## config.mk

```make
export PLATFORM = sky130hd
export DESIGN_NAME = uart_trig_cmd_ctrl
export DESIGN_NICKNAME = d
export VERILOG_FILES = /design/src/rtl/uart_trig_cmd_ctrl.sv
export SDC_FILE = /design/constraint.sdc
export NUM_CORES = 1
export LEC_CHECK = 0
export CORE_ASPECT_RATIO = 0.5
export CORE_UTILIZATION = 52
export CTS_CLUSTER_DIAMETER = 100
export DETAILED_ROUTE_END_ITERATION = 10
export PLACE_DENSITY = 0.8
export RECOVER_POWER = 25
export SETUP_SLACK_MARGIN = 0.3
export SYNTH_ARGS = -nofsm -noshare
export SYNTH_HDL_FRONTEND = slang
export SYNTH_SLANG_ARGS = --single-unit
```

## constraint.sdc

```tcl
create_clock -name clk -period 2.3 [get_ports clk]
set_input_delay 0.46 -clock clk [delete_from_list [all_inputs] [get_ports clk]]
set_output_delay 0.46 -clock clk [all_outputs]
set_load 0.01 [all_outputs]
```

## src/rtl/uart_trig_cmd_ctrl.sv

```systemverilog
// ---------------------------------------------------------------------------
// uart_trig_cmd_ctrl
//
// Frame controller between a UART byte receiver/transmitter and four trigger
// channel registers. Command frames are four bytes: HDR, channel, type, value.
// A complete frame writes the addressed channel's threshold and trigger type
// and is answered with ACK_BYTE. A frame with a bad channel or type is
// answered with NAK_BYTE. A frame stalled longer than TIMEOUT_CYC cycles
// between bytes is dropped silently and counted as an error.
//
// Ports
//   clk, nrst            clock (rising edge), asynchronous active-low reset
//   rx_data, rx_valid    received byte plus one-cycle strobe (no backpressure)
//   tx_data, tx_valid,   reply byte handshake (see below)
//   tx_ready
//   trigout_ch0..3       per-channel trigger value registers
//   trig_type            2 bits per channel, [2n+1:2n] = ch n, 2'b11 = no trigger
//   trig_upd             one-cycle pulse per channel after its registers change
//   busy                 high whenever the parser is not idle
//   err_cnt              rejected + timed-out frames, saturating at 8'hFF
//
// TX handshake: tx_valid rises when a reply is pending and, together with
// tx_data, stays unchanged until a rising clk edge sees tx_valid & tx_ready;
// that edge transfers the byte, and tx_valid falls right after it. tx_valid
// never depends combinationally on tx_ready.
// ---------------------------------------------------------------------------
module uart_trig_cmd_ctrl #(
  parameter logic [7:0]      HDR_BYTE    = 8'h53,
  parameter logic [7:0]      ACK_BYTE    = 8'h06,
  parameter logic [7:0]      NAK_BYTE    = 8'h15,
  parameter int              TO_W        = 20,
  parameter logic [TO_W-1:0] TIMEOUT_CYC = 20'd125000
) (
  input  logic       clk,
  input  logic       nrst,
  input  logic [7:0] rx_data,
  input  logic       rx_valid,
  output logic [7:0] tx_data,
  output logic       tx_valid,
  input  logic       tx_ready,
  output logic [7:0] trigout_ch0,
  output logic [7:0] trigout_ch1,
  output logic [7:0] trigout_ch2,
  output logic [7:0] trigout_ch3,
  output logic [7:0] trig_type,
  output logic [3:0] trig_upd,
  output logic       busy,
  output logic [7:0] err_cnt
);

  typedef enum logic [2:0] {
    ST_IDLE  = 3'd0,
    ST_CHAN  = 3'd1,
    ST_TYPE  = 3'd2,
    ST_VALUE = 3'd3,
    ST_RESP  = 3'd4
  } state_t;

  localparam bit              TO_EN   = (TIMEOUT_CYC != '0);
  localparam logic [TO_W-1:0] TO_LAST = TIMEOUT_CYC - 1'b1;

  state_t          state_q, state_d;
  logic [1:0]      ch_q, ch_d;
  logic [1:0]      type_q, type_d;
  logic            nak_q, nak_d;
  logic [TO_W-1:0] to_cnt_q, to_cnt_d;
  logic [7:0]      trig_q [4];
  logic [7:0]      trig_d [4];
  logic [7:0]      trig_type_q, trig_type_d;
  logic [3:0]      trig_upd_q, trig_upd_d;
  logic [7:0]      err_cnt_q, err_cnt_d;

  logic in_frame;
  logic to_hit;
  logic resp_done;
  logic err_inc;

  // The timeout only runs while a frame is half received; a byte on the
  // expiry edge takes priority over the timeout.
  assign in_frame  = (state_q == ST_CHAN) || (state_q == ST_TYPE) ||
                     (state_q == ST_VALUE);
  assign to_hit    = TO_EN && in_frame && !rx_valid && (to_cnt_q == TO_LAST);
  assign resp_done = (state_q == ST_RESP) && tx_ready;
  // A NAK is only counted once it has actually been handed to TX.
  assign err_inc   = to_hit || (resp_done && nak_q);

  always_comb begin
    state_d     = state_q;
    ch_d        = ch_q;
    type_d      = type_q;
    nak_d       = nak_q;
    to_cnt_d    = '0;
    trig_d      = trig_q;
    trig_type_d = trig_type_q;
    trig_upd_d  = '0;
    err_cnt_d   = err_cnt_q;

    if (err_inc && (err_cnt_q != 8'hFF)) begin
      err_cnt_d = err_cnt_q + 8'd1;
    end

    if (TO_EN && in_frame && !rx_valid && !to_hit) begin
      to_cnt_d = to_cnt_q + 1'b1;
    end

    case (state_q)
      ST_IDLE: begin
        if (rx_valid && (rx_data == HDR_BYTE)) begin
          state_d = ST_CHAN;
        end
      end
      ST_CHAN: begin
        if (rx_valid) begin
          if (rx_data <= 8'd3) begin
            ch_d    = rx_data[1:0];
            state_d = ST_TYPE;
          end else begin
            nak_d   = 1'b1;
            state_d = ST_RESP;
          end
        end else if (to_hit) begin
          state_d = ST_IDLE;
        end
      end
      ST_TYPE: begin
        if (rx_valid) begin
          if (rx_data <= 8'd2) begin
            type_d  = rx_data[1:0];
            state_d = ST_VALUE;
          end else begin
            nak_d   = 1'b1;
            state_d = ST_RESP;
          end
        end else if (to_hit) begin
          state_d = ST_IDLE;
        end
      end
      ST_VALUE: begin
        if (rx_valid) begin
          trig_d[ch_q]                       = rx_data;
          trig_type_d[{ch_q, 1'b0} +: 2]     = type_q;
          trig_upd_d[ch_q]                   = 1'b1;
          nak_d                              = 1'b0;
          state_d                            = ST_RESP;
        end else if (to_hit) begin
          state_d = ST_IDLE;
        end
      end
      ST_RESP: begin
        // Incoming bytes are dropped here, including a new header.
        if (tx_ready) begin
          state_d = ST_IDLE;
        end
      end
      default: begin
        state_d = ST_IDLE;
      end
    endcase
  end

  always_ff @(posedge clk or negedge nrst) begin
    if (!nrst) begin
      state_q     <= ST_IDLE;
      ch_q        <= '0;
      type_q      <= '0;
      nak_q       <= 1'b0;
      to_cnt_q    <= '0;
      for (int i = 0; i < 4; i++) begin
        trig_q[i] <= '0;
      end
      trig_type_q <= 8'hFF;
      trig_upd_q  <= '0;
      err_cnt_q   <= '0;
    end else begin
      state_q     <= state_d;
      ch_q        <= ch_d;
      type_q      <= type_d;
      nak_q       <= nak_d;
      to_cnt_q    <= to_cnt_d;
      trig_q      <= trig_d;
      trig_type_q <= trig_type_d;
      trig_upd_q  <= trig_upd_d;
      err_cnt_q   <= err_cnt_d;
    end
  end

  // Reply outputs decode straight from flops, so they hold steady while
  // the reply waits for tx_ready.
  assign tx_valid    = (state_q == ST_RESP);
  assign tx_data     = tx_valid ? (nak_q ? NAK_BYTE : ACK_BYTE) : 8'h00;
  assign busy        = (state_q != ST_IDLE);
  assign trigout_ch0 = trig_q[0];
  assign trigout_ch1 = trig_q[1];
  assign trigout_ch2 = trig_q[2];
  assign trigout_ch3 = trig_q[3];
  assign trig_type   = trig_type_q;
  assign trig_upd    = trig_upd_q;
  assign err_cnt     = err_cnt_q;

endmodule

```

==> results of run 1 <==
routing by layer:
| metal | share of wire | GRT usage | up-vias |
|---|---|---|---|
| met5 | 0 | 0 | - |
| met2 | 0.49 | 0.4176 | 102 |
| li1 | - | - | 1404 |
| met3 | 0.048 | 0.06843 | 17 |
| met4 | 0.019 | 0.1145 | 0 |
| met1 | 0.44 | 0.3211 | 1491 |
critical path, stage by stage:
cell and delay [ns]:
clkdlybuf4s50_1 0.48, nor4_4 0.40, nand3_2 0.12, or3_4 0.38
mux2_4 0.31
sequential cells by signal, summed over array words and instances (netlist names):
signal	flops
trigout_ch0	8
trig_upd	4
to_cnt_q	20
state_q	3
trig_type	8
nak_q	1
ch_q	2
trigout_ch1	8
type_q	2
trigout_ch3	8
trigout_ch2	8
err_cnt	8
timing repair:
action | 4_1_cts | 5_1_grt
pin swaps | 0 | 1
endpoints found under the setup margin | 6 | 8
gates resized for setup | 10 | 8
endpoints found under the hold margin | 0 | 0
worst max path at each step:
stage,cells past startpoint,start,end,slack (ns)
final,5,rx_data[2],type_q[0],0.36
after global routing,5,err_cnt[0],err_cnt[2],0.25
after CTS,5,rx_data[2],ch_q[1],0.31
after detailed placement,5,rx_valid,type_q[1],0.03
after global placement,5,rx_data[3],type_q[1],0.1
after floorplan,6,to_cnt_q[0],err_cnt[1],0.52
per-stage QoR:
stage                 util  setup WS, ns  cells
global route        0.7236        0.2515    521
finish              0.7236        0.3583    521
global placement    0.6852       0.09679    505
detailed placement  0.6852       0.03374    505
floorplan                -        0.5233    339
CTS                 0.7259        0.3137    521
power by group:
part	internal (mW)	total, mW	switching (mW)
Combinational	0.172	0.390	0.218
Sequential	1.45	1.50	0.0503
Clock	0.836	1.38	0.548
cells in the final DEF (no fill, tap or decap), types with 5 or more instances in the layout:
cell / n
inv_1: 9
nor2_1: 21
clkbuf_16: 9
nand3_1: 14
and4_1: 5
nand2_1: 33
mux2_2: 34
clkbuf_2: 5
ha_1: 7
o31ai_1: 8
dfrtp_1: 72
o211ai_1: 7
a21oi_1: 10
clkdlybuf4s50_1: 62
buf_4: 20
o21ai_0: 8
dfstp_2: 8
nand4_1: 12
xor2_1: 9
layout make-up:
class                   count  area, um2  share of cell area
clock buffers              12      236.5             0.04748
clock inverters             4      45.04            0.009043
well taps                  92      115.1             0.02311
multi-input cells         232       1693              0.3399
flip-flops and latches     80       2012              0.4039
inverters                  10      37.54            0.007536
repair buffers             91      842.1              0.1691
synth_stat cells (all sizes together), types with 2 or more instances:
cell type,number,share of area
nor2b,2,0.0033
ha,7,0.023
a21oi,11,0.015
xnor2,3,0.0069
buf,17,0.028
nand2b,2,0.0033
dfstp,8,0.055
o21ai,8,0.010
nand3,16,0.024
o211ai,8,0.017
or4,4,0.0079
and4,6,0.014
nor4,2,0.0072
o31ai,8,0.016
o2111ai,2,0.0046
mux2,37,0.11
and3,2,0.0033
or3,5,0.0095
nor3,5,0.0065
o21a,2,0.0039
nor4b,2,0.0079
dfrtp,72,0.47
nand4,13,0.023
nand2,36,0.037
xor2,9,0.021
inv,10,0.0098
o2111a,2,0.0059
nor2,22,0.022
o41ai,2,0.0046
logic make-up after synthesis:
kind of cell	synth area share
mux	0.1110
fa+ha+maj	0.02292
buf+inv	0.03831
compound gates	0.09562
other cells	0.0009814
flops	0.5265
simple gates	0.1771
xor+xnor	0.02751
==> impl_results.md, run 1 <==
* Leak at about 2.2 nW
* Ys async rst share at 1.000
* Largest net degree at the start of global routing at 49
* VDD IR max at between 0.4 and 0.5 mV
* Vias in the first global route at just over 3000
* Final Hold Vio Count at 0
* Core area at 6884 um2
* Vias at ~3000
* Worst R2R End: err_cnt[2]
* Hold Buf Count CTS at 0
* Sequential share of the synthesized area at 0.5265
* # port buffers at 69
* First-pass GRT wire length at 14950 um
* Final Slew Violations at 0
* CTS max path bufs at 2
* Worst Setup Path Type: primary input to register
* Reg2Reg Depth at 5
* FF-to-FF setup slack at approximately 0.4 ns
* Status: completed
* CTS buffer count at 9
* Cell count after synthesis at between 300 and 400
* Num rows at 21
* RR Startpoint: err_cnt[0]
* Post-synth EDFFs at 0
* MaxCap Viol Count at 0
* Max Fanout on Critical Path at 3
* Layout cell share with drive strength beyond 1 at 0.2401
* Final min period at 1.942 ns
* Final setup fails at 0
* Final TNS setup at 0 ns
* Yosys warning total at 0
* Routed Wire Length at 8838 um
* Num ports at 74
* Hold_ws at about 0.35 ns
* RePlAce Congestion at about 0.83
* Iteration-0 DRC Markers at a little over 300
* Die X-Extent at about 120 um
* Antenna diode instance count at 0
* Initial core utilization at 0.5551
* Drt first pass iters at 4
* Routed len/inst at around 17 um
* Synth Register Bits at 80
* Die H at approximately 63 um
* Vias/cell at 5.785
* Final period utilization at 0.8442
* Synthesized cell area at 3821 um2
* Area delta synth->final at 30.35%
* GRT Total Usage at 0.2566
* Main synth FF type: dfrtp_1
* Filler cell count at 463
* Post-route antenna net violation count at 0
* Post-route cell area at around 5000 um2
* Final nets at approximately 440
* CTS clk-pin slew, worst paths at approximately 0.06 ns
* Worst min-delay path class: primary input to asynchronous set/reset pin
* Post-CTS Setup Repair Bufs at 0
* Remaining DRCs at 0
* GRT overflow at 0
* Clk_skew at 0.007714 ns
* Area after DPL at between 4000 and 5000 um2
* CTS Root Cell: clkbuf_16
* Pwr Total at roughly 3.3 mW
* Startpoint types: primary input
* CTS H-tree depth at 3
* Slew @ Worst Pin at 1.172 ns
* Power Dens Cells at around 660 nW/um2
* Die area at about 7700 um2
* Relative slew slack at 0.2185
* Clk Latency, worst-skew pair at ~0.34 ns
* RSZ-0062 raised after global routing: true
* Mean post-synth cell area at between 10 and 15 um2
* # clock sinks at 80
* Initial antenna violation count at 0
* DP Wirelength at about 6100 um
* CTS tree: built
* Worst EP required at roughly 2.5 ns
* Count of cell types in the netlist at 54
* Fmax at 515.0 MHz
* CP endpoint kind: register
* Critical Path AT at about 2.2 ns
Power figures use the tool's default switching activity.
==> inputs of run 2 (changes only) <==
==> constraint.sdc (replaced) <==
create_clock -name clk -period 1.9 [get_ports clk]
set_input_delay 0.38 -clock clk [delete_from_list [all_inputs] [get_ports clk]]
set_output_delay 0.38 -clock clk [all_outputs]
set_load 0.01 [all_outputs]
==> impl_results.md, run 2 (synthesis gave the netlist of run 1 again) <==
* Status: finished with violations
* Failing checks: setup timing
* Final nets at 507
* Area of the multi-input gates at about 2100 um2
* Final Slew Violations at 0
* GRT Total Usage at 0.3061
* Worst Setup Path Type: register to register
* CTS Root Cell: clkbuf_16
* M2 GR Usage at 0.5454
* CTS tree: built
* Leak at a little over 3 nW
* RR Startpoint: to_cnt_q[17]
* Vias in the first global route at 3563
* Num ports at 74
* Grt peak-use layer: met2
* Final period utilization at 1.005
* Layout cell share with drive strength beyond 1 at 0.4625
* Top delay family on crit path: simple AND/OR/NAND/NOR gates
* Iteration-0 DRC Markers at 477
* Routed len/inst at approximately 24 um
* MaxCap Viol Count at 0
* Area delta synth->final at 56.94%
* Relative slew slack at 0.5983
* Power Dens Cells at 740.0 nW/um2
* CTS H-tree depth at 3
* Met3 global-route usage at 0.07208
* # clock sinks at 80
* Vias at 3779
* Filler cell count at 288
* Max reg flops at 20
* Die area at ~7700 um2
* Final Hold Vio Count at 0
* Crit path launch: to_cnt_q[17]
* CP max-delay cell: dfrtp_1
* Slew @ Worst Pin at 0.6025 ns
* Reg with most FFs: to_cnt_q
* Startpoint types: register
* Register area at a little over 2000 um2
* Antenna diode instance count at 0
* Worst min-delay path class: primary input to register
* Commonest non-fill, non-tap cell in the layout: dfrtp_1
* Final setup margin at -0.01043 ns
* Vias/cell at 6.460
* Die H at between 60 and 70 um
* Drt first pass iters at 6
* First-pass GRT wire length at between 15000 and 20000 um
* Commonest cells after routing, fill and taps aside: dfrtp_1, buf_4, dlygate4sd2_1, mux2_4, nand2_1
* Remaining DRCs at 0
* Critical path, cell by cell: nor3_2, nand4_4, o211ai_4, buf_8, a21oi_2
* Initial antenna violation count at 0
* Core area at 6884 um2
* CTS max path bufs at 2
* Crit-path max cell delay at ~0.47 ns
* Post-route antenna net violation count at 0
* Largest net degree at the start of global routing at 36
* CP bufs+invs at 1
* Max Fanout on Critical Path at 6
* Met1 usage at 0.3601
* CP endpoint kind: register
* Die X-Extent at 123.2 um
* Fmax at roughly 520 MHz
* Num rows at 21
* RePlAce Congestion at around 0.81
* Routed Wire Length at between 10000 and 15000 um
* Hold Startpoint: rx_data[5]
* Final min period at approximately 1.9 ns
* Pwr Total at between 4 and 5 mW
* Final setup fails at 1
* CTS clk-pin slew, worst paths at 0.06 ns
* # port buffers at 69
* GRT overflow at 0
* Initial core utilization at 0.5551
* Clk Latency, worst-skew pair at about 0.35 ns
* DP Wirelength at roughly 6300 um
* CTS buffer count at 9
* Clk_skew at slightly below 0.01 ns
* Worst EP required at roughly 2.1 ns
* RSZ-0062 raised after global routing: true
* VDD IR max at slightly above 0.6 mV
* Final TNS setup at -0.01043 ns
* Critical Path AT at about 2.1 ns
==> run 2: cell count changes in the layout (fill, tap and decap cells not counted), sizes merged <==
cell / previous run / this run
bufinv: 1 / 0
clkbuf: 17 / 14
clkdlybuf4s50: 62 / 5
buf: 21 / 91
clkdlybuf4s15: 0 / 2
dlygate4sd2: 3 / 48
dlymetal6s2s: 0 / 6
clkinv: 3 / 1
dlygate4sd3: 0 / 1
clkinvlp: 0 / 3
==> run 2: path summary, 6_finish.rpt <==
path / endpoint / slack [ns] / cells after the start
max reg2reg: to_cnt_q[18] / -0.01 / 5
max: to_cnt_q[18] / -0.01 / 5
min in group asynchronous: to_cnt_q[8] / 0.58 / 2
max in group asynchronous: ch_q[0] / 0.29 / 3
min reg2reg: trig_type[7] / 0.48 / 2
min: trigout_ch0[5] / 0.48 / 3
==> run 2: area by class of cell <==
cell class                      instances  area share
Clock inverter                          4    0.004590
Clock buffer                           12     0.04444
Multi-Input combinational cell        232      0.3551
Timing Repair Buffer                  155      0.2328
Sequential cell                        80      0.3376
Inverter                               10    0.006259
Tap cell                               92     0.01919
==> run 2: timing repair <==
action	in CTS	in global routing
pin swaps	25	33
gates resized for setup	154	81
hold endpoints to repair	21	0
hold buffers	1	0
cloned	2	0
buffers inserted	30	18
endpoints found under the setup margin	117	79
==> run 2: stage by stage <==
step / worst slack [ns] / hold WS, ns / cells / instance area, um2 / util
6_report: -0.01043 / 0.4819 / 585 / 5997 / 0.8711
5_1_grt: 0.02724 / 0.4764 / 585 / 5997 / 0.8711
4_1_cts: 0.1590 / 0.4664 / 567 / 5570 / 0.8092
3_5_place_dp: -0.3426 / 0.2932 / 518 / 4851 / 0.7047
3_3_place_gp: -0.2664 / 0.2900 / 518 / 4851 / 0.7047
2_1_floorplan: 0.2167 / 0.08441 / 339 / 3887 / -
==> run 2: worst register-to-register path: stages (launching register included) <==
cell,delay (ns)
dfrtp_1,0.47
nor3_2,0.40
nand4_4,0.22
o211ai_4,0.41
buf_8,0.22
a21oi_2,0.06
==> run 2: routing by layer <==
metal,vias to the layer above,part of all wire
met1,1878,0.38
met2,274,0.48
met4,0,0.057
met5,-,0
met3,105,0.082
li1,1522,-
==> run 2: power by group <==
| part | total, mW | switching (mW) | internal [mW] |
|---|---|---|---|
| Clock | 1.73 | 0.739 | 0.990 |
| Combinational | 0.882 | 0.451 | 0.431 |
| Sequential | 1.83 | 0.0730 | 1.75 |
| Total | 4.44 | 1.26 | 3.17 |
==> inputs of run 3 (changes only) <==
--- a/config.mk
+++ b/config.mk
@@ -12,6 +12,7 @@
 export PLACE_DENSITY = 0.8
 export RECOVER_POWER = 25
 export SETUP_SLACK_MARGIN = 0.3
+export SLEW_MARGIN = 20
 export SYNTH_ARGS = -nofsm -noshare
 export SYNTH_HDL_FRONTEND = slang
 export SYNTH_SLANG_ARGS = --single-unit
==> results of run 3 <==
Final layout, timing and power as in run 2 (identical DEF).
